<file path="src/rtl/gsplat_pkg.sv">
// Shared definitions for the splat tile pipeline: tile geometry, the
// tile-buffer word layout, the u0.10 -> u8 channel conversion and the 2x2
// Bayer dither table.
package gsplat_pkg;

    localparam int unsigned TILE_W = 32;
    localparam int unsigned TILE_H = 32;
    localparam int unsigned TX_W   = $clog2(TILE_W);
    localparam int unsigned TY_W   = $clog2(TILE_H);
    localparam int unsigned IDX_W  = TX_W + TY_W;

    // Tile-buffer word: {A,B,G,R}, 16 bits per channel, u0.10 in the low bits.
    localparam int unsigned CH_W     = 16;
    localparam int unsigned FRAC_W   = 10;
    localparam int unsigned CH_R_LSB = 0;
    localparam int unsigned CH_G_LSB = 16;
    localparam int unsigned CH_B_LSB = 32;
    localparam int unsigned CH_A_LSB = 48;
    localparam int unsigned TB_WORD_W = 4 * CH_W;

    // Framebuffer pixel payload {A8,B8,G8,R8}.
    typedef struct packed {
        logic [7:0] a;
        logic [7:0] b;
        logic [7:0] g;
        logic [7:0] r;
    } px_rgba8_t;

    // Ordered 2x2 Bayer offsets indexed by {sy[0],sx[0]}: {0,2,3,1}.
    localparam logic [7:0] BAYER_TBL = {2'd1, 2'd3, 2'd2, 2'd0};

    function automatic logic [1:0] bayer_d(input logic sy0, input logic sx0);
        return BAYER_TBL[2 * int'({sy0, sx0}) +: 2];
    endfunction

    // Saturate any integer bits to 1023, add the dither offset, keep the top
    // 8 bits of the 10-bit fraction and clamp at 255.
    function automatic logic [7:0] tb_ch_to_u8(input logic [CH_W-1:0] ch,
                                               input logic [1:0]      d);
        logic [FRAC_W-1:0] v;
        logic [FRAC_W:0]   s;
        v = (|ch[CH_W-1:FRAC_W]) ? '1 : ch[FRAC_W-1:0];
        s = {1'b0, v} + {{(FRAC_W-1){1'b0}}, d};
        return s[FRAC_W] ? 8'hFF : s[FRAC_W-1:2];
    endfunction

endpackage

</file>
<file path="src/rtl/tile_resolver_if.sv">
// Framebuffer-writer stream: pixel address + RGBA8 data over valid/ready.
//   master: drives fb_valid, fb_addr, fb_data; receives fb_ready
//   slave : the FB writer side
interface tile_resolver_if #(
    parameter int unsigned ADDR_W = 19
);
    logic              fb_valid;
    logic              fb_ready;
    logic [ADDR_W-1:0] fb_addr;
    logic [31:0]       fb_data;

    modport master (output fb_valid, output fb_addr, output fb_data, input fb_ready);
    modport slave  (input fb_valid, input fb_addr, input fb_data, output fb_ready);
endinterface

</file>
<file path="src/rtl/resolve_out_fifo.sv">
// Two-entry output FIFO of {fb_addr, fb_data} beats.
//   clk, reset  : clock, synchronous active-high reset (flushes contents)
//   push, din   : write a beat (legal when full if a pop happens the same cycle)
//   ready       : downstream accept; a pop is valid && ready
//   valid, head : oldest beat, held stable until popped
//   count       : occupancy, used by the read-credit logic
module resolve_out_fifo #(
    parameter int unsigned W = 51
) (
    input  logic         clk,
    input  logic         reset,
    input  logic         push,
    input  logic [W-1:0] din,
    input  logic         ready,
    output logic         valid,
    output logic [W-1:0] head,
    output logic [1:0]   count
);
    logic [W-1:0] mem [2];
    logic         wr_ptr;
    logic         rd_ptr;
    logic         pop;

    assign valid = (count != 2'd0);
    assign pop   = valid & ready;
    assign head  = mem[rd_ptr];

    // Storage, pointers and occupancy.
    always_ff @(posedge clk) begin
        if (reset) begin
            mem[0] <= '0;
            mem[1] <= '0;
            wr_ptr <= 1'b0;
            rd_ptr <= 1'b0;
            count  <= 2'd0;
        end else begin
            if (push) begin
                mem[wr_ptr] <= din;
                wr_ptr      <= ~wr_ptr;
            end
            if (pop) begin
                rd_ptr <= ~rd_ptr;
            end
            count <= count + {1'b0, push} - {1'b0, pop};
        end
    end
endmodule

</file>
<file path="src/rtl/tile_resolver.sv">
// Tile resolver: scans the 32x32 tile buffer in raster order, converts each
// u0.10 RGBA entry to RGBA8, streams on-screen pixels with framebuffer
// addresses to the FB writer and clears every entry right after reading it.
//   clk, reset           : clock, synchronous active-high reset
//   start, tile_px/py    : begin a tile; origin latched on start
//   busy, done           : busy from the cycle after start; done 1-cycle pulse
//   tb_rd_addr/tb_rd_data: tile-buffer read port, 1-cycle latency
//   tb_wr_addr/data/en   : clear-write port (data always zero)
//   fb                   : pixel stream to the FB writer (master)
// Optional build macro TILE_RESOLVER_DITHER_EN: 2x2 ordered dither on R,G,B.
module tile_resolver
    import gsplat_pkg::*;
#(
    parameter int unsigned FB_WIDTH  = 640,
    parameter int unsigned FB_HEIGHT = 480,
    parameter int unsigned FB_ADDR_W = 19
) (
    input  logic                 clk,
    input  logic                 reset,
    input  logic                 start,
    input  logic [15:0]          tile_px,
    input  logic [15:0]          tile_py,
    output logic                 busy,
    output logic                 done,
    output logic [IDX_W-1:0]     tb_rd_addr,
    input  logic [TB_WORD_W-1:0] tb_rd_data,
    output logic [IDX_W-1:0]     tb_wr_addr,
    output logic [TB_WORD_W-1:0] tb_wr_data,
    output logic                 tb_wr_en,
    tile_resolver_if.master      fb
);
    localparam int unsigned BEAT_W = FB_ADDR_W + 32;

    typedef enum logic [1:0] {
        S_IDLE  = 2'd0,
        S_SCAN  = 2'd1,
        S_DRAIN = 2'd2,
        S_DONE  = 2'd3
    } state_t;

    state_t           state;
    logic [IDX_W-1:0] scan_idx;
    logic [15:0]      tile_px_q;
    logic [15:0]      tile_py_q;

    logic [1:0]       fifo_count;
    logic             fifo_valid;
    logic [BEAT_W-1:0] fifo_head;

    logic             pop_c;
    logic [2:0]       credit_c;
    logic             issue_c;
    logic [16:0]      sx_c;
    logic [16:0]      sy_c;
    logic             on_screen_c;
    logic             push_c;
    logic [1:0]       dith_c;
    px_rgba8_t        pix_c;
    logic [FB_ADDR_W-1:0] fb_addr_c;

    // The RAM reads whatever address is presented, so the scan counter is the
    // read address; tb_wr_en/tb_wr_addr double as the returning-read tag.
    assign tb_rd_addr = scan_idx;
    assign tb_wr_data = '0;

    // Read credit: FIFO occupancy after this cycle's pop plus the read whose
    // data is returning now must leave room, so a full-rate stream holds.
    assign pop_c    = fifo_valid & fb.fb_ready;
    assign credit_c = {1'b0, fifo_count - {1'b0, pop_c}} + {2'b0, tb_wr_en};
    assign issue_c  = (state == S_SCAN) && (credit_c < 3'd2);

    // Returned pixel: screen coordinates, clipping and framebuffer address.
    assign sx_c        = {1'b0, tile_px_q} + 17'(tb_wr_addr[TX_W-1:0]);
    assign sy_c        = {1'b0, tile_py_q} + 17'(tb_wr_addr[IDX_W-1:TX_W]);
    assign on_screen_c = (sx_c < 17'(FB_WIDTH)) && (sy_c < 17'(FB_HEIGHT));
    assign push_c      = tb_wr_en & on_screen_c;
    assign fb_addr_c   = FB_ADDR_W'(32'(sy_c) * 32'(FB_WIDTH) + 32'(sx_c));

`ifdef TILE_RESOLVER_DITHER_EN
    assign dith_c = bayer_d(sy_c[0], sx_c[0]);
`else
    assign dith_c = 2'd0;
`endif

    // Channel conversion; alpha never takes the dither offset.
    always_comb begin
        pix_c   = '0;
        pix_c.r = tb_ch_to_u8(tb_rd_data[CH_R_LSB +: CH_W], dith_c);
        pix_c.g = tb_ch_to_u8(tb_rd_data[CH_G_LSB +: CH_W], dith_c);
        pix_c.b = tb_ch_to_u8(tb_rd_data[CH_B_LSB +: CH_W], dith_c);
        pix_c.a = tb_ch_to_u8(tb_rd_data[CH_A_LSB +: CH_W], 2'd0);
    end

    resolve_out_fifo #(
        .W (BEAT_W)
    ) u_fifo (
        .clk   (clk),
        .reset (reset),
        .push  (push_c),
        .din   ({fb_addr_c, pix_c}),
        .ready (fb.fb_ready),
        .valid (fifo_valid),
        .head  (fifo_head),
        .count (fifo_count)
    );

    assign fb.fb_valid = fifo_valid;
    assign fb.fb_addr  = fifo_head[BEAT_W-1:32];
    assign fb.fb_data  = fifo_head[31:0];

    // Control FSM, scan counter and clear-write port.
    always_ff @(posedge clk) begin
        if (reset) begin
            state      <= S_IDLE;
            busy       <= 1'b0;
            done       <= 1'b0;
            scan_idx   <= '0;
            tb_wr_en   <= 1'b0;
            tb_wr_addr <= '0;
            tile_px_q  <= '0;
            tile_py_q  <= '0;
        end else begin
            done     <= 1'b0;
            tb_wr_en <= issue_c;
            if (issue_c) begin
                tb_wr_addr <= scan_idx;
                scan_idx   <= scan_idx + IDX_W'(1);
            end
            case (state)
                S_IDLE: begin
                    if (start) begin
                        state     <= S_SCAN;
                        busy      <= 1'b1;
                        scan_idx  <= '0;
                        tile_px_q <= tile_px;
                        tile_py_q <= tile_py;
                    end
                end
                S_SCAN: begin
                    if (issue_c && (scan_idx == '1)) begin
                        state <= S_DRAIN;
                    end
                end
                S_DRAIN: begin
                    if (!tb_wr_en && (fifo_count == 2'd0)) begin
                        state <= S_DONE;
                        done  <= 1'b1;
                        busy  <= 1'b0;
                    end
                end
                S_DONE: begin
                    state <= S_IDLE;
                end
                default: begin
                    state <= S_IDLE;
                end
            endcase
        end
    end
endmodule

</file>
<file path="src/flat_wrapper.sv">
// flat-port wrapper written by rule: the top's interface ports become plain ports
module tile_resolver_flat import gsplat_pkg::*;
#(
    parameter int unsigned FB_WIDTH  = 640,
    parameter int unsigned FB_HEIGHT = 480,
    parameter int unsigned FB_ADDR_W = 19
)
  (clk, reset, start, tile_px, tile_py, busy, done, tb_rd_addr, tb_rd_data, tb_wr_addr, tb_wr_data, tb_wr_en, fb_fb_valid, fb_fb_addr, fb_fb_data, fb_fb_ready);
  tile_resolver_if #(.ADDR_W(19)) fb_i ();
  input  logic clk;
  input  logic reset;
  input  logic start;
  input  logic [15:0] tile_px;
  input  logic [15:0] tile_py;
  output logic busy;
  output logic done;
  output logic [IDX_W-1:0] tb_rd_addr;
  input  logic [TB_WORD_W-1:0] tb_rd_data;
  output logic [IDX_W-1:0] tb_wr_addr;
  output logic [TB_WORD_W-1:0] tb_wr_data;
  output logic tb_wr_en;
  output wire logic [$bits(fb_i.fb_valid)-1:0] fb_fb_valid;
  output wire logic [$bits(fb_i.fb_addr)-1:0] fb_fb_addr;
  output wire logic [$bits(fb_i.fb_data)-1:0] fb_fb_data;
  input wire logic [$bits(fb_i.fb_ready)-1:0] fb_fb_ready;
  assign fb_fb_valid = fb_i.fb_valid;
  assign fb_fb_addr = fb_i.fb_addr;
  assign fb_fb_data = fb_i.fb_data;
  assign fb_i.fb_ready = fb_fb_ready;
  tile_resolver #(.FB_WIDTH(FB_WIDTH), .FB_HEIGHT(FB_HEIGHT), .FB_ADDR_W(FB_ADDR_W)) u_core (.clk(clk), .reset(reset), .start(start), .tile_px(tile_px), .tile_py(tile_py), .busy(busy), .done(done), .tb_rd_addr(tb_rd_addr), .tb_rd_data(tb_rd_data), .tb_wr_addr(tb_wr_addr), .tb_wr_data(tb_wr_data), .tb_wr_en(tb_wr_en), .fb(fb_i));
endmodule
</file>
<file path="config.mk">
export PLATFORM = sky130hd
export DESIGN_NAME = tile_resolver_flat
export DESIGN_NICKNAME = d
export VERILOG_FILES = /design/src/rtl/gsplat_pkg.sv /design/src/rtl/tile_resolver_if.sv /design/src/rtl/resolve_out_fifo.sv /design/src/rtl/tile_resolver.sv /design/src/flat_wrapper.sv
export SDC_FILE = /design/constraint.sdc
export NUM_CORES = 1
export LEC_CHECK = 0
export ABC_AREA = 1
export CORE_ASPECT_RATIO = 0.5
export CORE_MARGIN = 2
export CORE_UTILIZATION = 40
export DETAILED_ROUTE_END_ITERATION = 10
export GPL_TIMING_DRIVEN = 0
export PLACE_DENSITY = 0.66
export SLEW_MARGIN = 20
export SYNTH_ARGS = -nofsm -noshare
export SYNTH_HDL_FRONTEND = slang
export SYNTH_SLANG_ARGS = --single-unit
</file>
<file path="constraint.sdc">
create_clock -name clk -period 6.8 [get_ports clk]
set_input_delay 1.7 -clock clk [delete_from_list [all_inputs] [get_ports clk]]
set_output_delay 1.7 -clock clk [all_outputs]
set_load 0.01 [all_outputs]
</file>
After elaboration in Yosys (flattened, before gate mapping)
Memories as Yosys holds them, arrays and structs flattened. A register that Yosys moved wholly into a read port is not among the register bits. Cells that the tools add are included. W data, S select, Z words.

Register bits: 61. Word-level logic and storage cells: 79. Memories: 1. RAM bits: 102.

Muxes and demuxes: 25. $mul: 1. Bitwise gates (word level): 5. Order comparisons: 3. Reduce and logical (&&, ||, !) cells: 18. Add/sub/neg operators: 8. Equality and inequality tests: 7.

Memories: u_core.u_fifo.mem (words 2, width 51, rd ports 1, clocked after memory_dff 1, wr ports 2, RTL line resolve_out_fifo.sv:19) `logic [W-1:0] mem [2];`.

Operators with widths (number): $mux W10 (7); $mux W51 (1); $reduce_or A51 Y1 (1); $add A16 B5 Y17 (2); $reduce_or A6 Y1 (4); $add A19 B17 Y19 (1); $lt A17 B10 Y1 const B (1); $lt A17 B9 Y1 const B (1); $mul A17 B3 Y12 const B (1); $mux W1 (12); $add A10 B1 Y10 const B (1); $eq A10 B10 Y1 const B (1); $pmux W2 S4 (1); $mux W2 (3); $reduce_and A3 Y1 (2); $eq A2 B2 Y1 const B (2); $logic_and A1 B1 Y1 (4); $logic_not A2 Y1 (2); $ne A2 B2 Y1 const B (2); $reduce_bool A2 Y1 (2); $sub A2 B1 Y2 (2); $add A2 B1 Y3 (1); $lt A3 B2 Y1 const B (1); $not A1 Y1 (3); other kinds (8) (9).

Longest topological paths before layout
Depth after elaboration: 9. Gate-level depth with buffers: 27.

Hierarchy
A second synthesis with hierarchy kept.

Cells, all modules: 1163. Area total of the unflattened synthesis: 9838.2 um2.

Modules (own cells, without submodules): tile_resolver (times used 1, area an instance 5182.5 um2, cells each 803, sequential area each 1141.1 um2); resolve_out_fifo (times used 1, area an instance 4655.7 um2, cells each 360, sequential area each 3163.0 um2).

Worst setup path after synthesis
Ideal clock, no wire load.

Path type: flip-flop to flip-flop. Start: register u_core.tb_wr_addr[5]. End: memory u_core.u_fifo.mem[0][0] (enable). Setup time: 0.530 ns. Data arrival time: 5.620 ns. Setup slack: 0.650 ns. Period minus slack after synthesis: 6.150 ns. Cell stages (with the launch flop): 17. Data required time: 6.270 ns. Path through: dfxtp_1 > ha_1 > inv_1 > fa_1 > inv_1 > nand3_1 > nand2_1 > nand2_1 > nand2_1 > nand2_1 > nand2_1 > inv_1 > nand3_1 > nand2_1 > nor2_2 > nand2_1 > o21ai_0.

RTL lines: start, declared (RTL line tile_resolver.sv:27) `output logic [IDX_W-1:0] tb_wr_addr,`; start signal, assigned (RTL line tile_resolver.sv:126) `tb_wr_addr <= scan_idx;`; end, declared (RTL line resolve_out_fifo.sv:19).

==> run summary <==
worst-path fanout max - 4
Clock Skew - 10.5 ps
dominant synthesized flop cell - edfxtp_1
drt first pass iters - 8
Inserted Diodes - 0
CTS tree - done
unrepaired setup endpoints after global routing - false
first-pass GRT wire length - 39.3 mm
Final Instance Area - 12,400 um^2
# setup viols final - 0
internal power - 2.59 mW
status - finished with violations
CP max stage delay - 470 ps
fin nets - 1,486
vias - 7,796
die area - 25,000 um^2
Final Max Slew Viols - 0
DR WL/cell - 14.7 um
Num CTS Buffers - 17
initial detailed-routing violation count - 416
layout cells sized above 1 - 0.141
Post-DRT Antenna Nets - 0
initial antenna violation count - 0
Worst Hold Slack - 465 ps
H-tree depth - 4
Post-synth EDFFs - 102
library cells used by synthesis - 43
Synth-to-Final Area Change - 31.0%
sequential share of power - 0.302
CP Class - reg2reg
Sw Share - 0.401
Ports - 239
GPL Wtd Cong - 0.894
Slowest cell on crit path - fa_1
Hold/Removal Path Class - reg2reg
Critical Path Most Common Cell - inv_1
root buffer cell - clkbuf_16
CTS resizes - 0
dpl ws - 2150 ps
hold_buf cts - 0
GRT overflow - 0
#FFs+latches synth - 164
failing checks - design-rule violations
LEAKAGE - 5.57 nW
worst endpoint required time - 6990 ps
Tcrit/Tclk final - 0.694
setup TNS - 0 ps
postcts setup bufs - 0
row count - 39
placed cell area - 11,800 um^2
clock sink count - 164
PortBufs - 165
crit start category - flip-flop
die height - 113 um
Worst-path clk slew - 70 ps
element type at the critical path end - flip-flop
hold violation count in the final report - 0
total power - 4.32 mW
P_sw - 1.74 mW
Cell Count, Final, Fillers Out - 1,657
sequential fraction of the synthesis area - 0.454
actual slew at the worst max-slew pin - 735 ps
Starting Density - 0.412
clk_lat worst skew - 440 ps
Remaining DRCs - 7
clock share of power - 0.230
Inst Count DP - 1,625
final setup margin - 2080 ps
min cycle time layout - 4720 ps
Syn Area/Cell - 8.71 um^2
Core Area - 23,000 um^2
Gate Count Post-Synth - 1,088
Max Cap Viol - 0
largest net degree at the start of global routing - 52
Longest Clk Path Bufs - 2
chip width - 222 um
Finished Core Util - 0.539
logic gate share of total power - 0.467
vias per cell - 4.70
Async S/R FF share, synth - 0
fillcell total - 2,160
worst vdd rail ir drop - 199 uV
worst endpoint data arrival time - 4910 ps
vias in the first global route - 7,818
PD cells - 348 nW/um^2
Fmax - 212 MHz
critical path cell sequence - ha_1, inv_1, fa_1, inv_1, nand3_1, nand2_1, xnor2_1, inv_1, ha_1, fa_1, nand3_1, nand3_1, a21oi_1, o21ai_0, xor2_1, inv_1, ha_1, inv_1, nor3_1, nand3_1, nand4_1, xor2_1, nor2_1
wirelength, routed - 24.4 mm
DP HPWL - 18.8 mm
Worst slew margin - 0.509
Tot GR Track Use - 0.198
mapped cell area - 9480 um^2
yosys warns - 0
## sequential cells by signal (all words and copies together) (netlist names), 2 cells and up, named ones only
| register | cells |
|---|---|
| u_core.tb_wr_addr | 10 |
| u_core.tb_rd_addr | 10 |
| u_core.tile_px_q | 16 |
| u_core.u_fifo.count | 2 |
| u_core.tile_py_q | 16 |
| u_core.u_fifo.mem | 102 |
| u_core.state | 2 |
## cell usage in the layout, fill, tap and decap left out, drive strengths merged, types with 3 or more instances in the layout
cell             n
nor3            11
xor2            19
conb            64
o21ai           57
a31oi            3
nand4            6
mux2            51
xnor2           12
edfxtp         102
clkbuf          34
buf             82
nand3           57
ha              45
fa               4
dfxtp           62
inv            111
a21oi           46
nor4             7
clkdlybuf4s50  165
nand2          160
nand3b           5
nor2           229
## final cells by class
class                      instances  area [um^2]  share of cell area
inverter                         104          390              0.0314
clock inverter                    13          161              0.0130
timing repair buffer             167         1710               0.137
sequential                       164         4300               0.347
clock buffer                      19          433              0.0349
tap                              307          384              0.0309
multi-input combinational        788         4400               0.354
buffer                            95          644              0.0519
## cell usage after synthesis, types with 15 or more instances
master,n,area (um^2)
nor2_1,206,773
nand2_1,159,597
edfxtp_1,102,3060
inv_1,102,383
buf_4,65,488
dfxtp_1,62,1240
o21ai_0,56,280
nand3_1,54,270
mux2_2,51,574
a21oi_1,45,225
ha_1,45,563
nor2_2,22,138
xor2_1,18,158
clkbuf_1,15,56.3
## power groups by stage
stage	Sequential, mW	Combinational [mW]	Clock [mW]
floorplan	1.31	1.35	0
global placement	1.33	1.95	0
detailed placement	1.33	1.99	0
CTS	1.31	2.02	1.01
global route	1.32	2.25	1.05
finish	1.31	2.02	0.996
## metal layers
layer  vias up  wire, um  track usage
li1       3959         -            -
met1      3605     11300        0.253
met2       202     11500        0.341
met3        30      1170       0.0436
met4         0       366       0.0559
met5         -         0            0
## worst max-delay path: cells and delay by family, from the launching register on
| kind | cells | cell delay, ps |
|---|---|---|
| adders and majority gates | 5 | 1800 |
| and+or+nand+nor | 8 | 1030 |
| xor gates and xnor gates | 3 | 550 |
| DFF | 1 | 400 |
| buffers and inverters | 5 | 400 |
| AOI/OAI and AO/OA | 2 | 290 |
## kinds of logic after synthesis
group,Yosys count,synth area share
simple gates,480,0.216
fa+ha+maj,49,0.0678
flops,164,0.454
other cells,1,0.000396
compound gates,113,0.0624
xor+xnor,31,0.0294
buf+inv,199,0.109
mux,51,0.0606
## path summary, 6_finish.rpt
path,cells after the start,slack [ps],from,to
max,23,2080,u_core.tb_wr_addr[5]$_SDFFE_PP0P_,u_core.u_fifo.mem[1][49]$_SDFFCE_PN0P_
min,1,470,u_core.u_fifo.rd_ptr$_SDFFE_PP0P_,u_core.u_fifo.rd_ptr$_SDFFE_PP0P_
max reg2reg,23,2080,u_core.tb_wr_addr[5]$_SDFFE_PP0P_,u_core.u_fifo.mem[1][49]$_SDFFCE_PN0P_
min reg2reg,1,470,u_core.u_fifo.rd_ptr$_SDFFE_PP0P_,u_core.u_fifo.rd_ptr$_SDFFE_PP0P_
No activity file was read; power rests on OpenSTA's default activity.
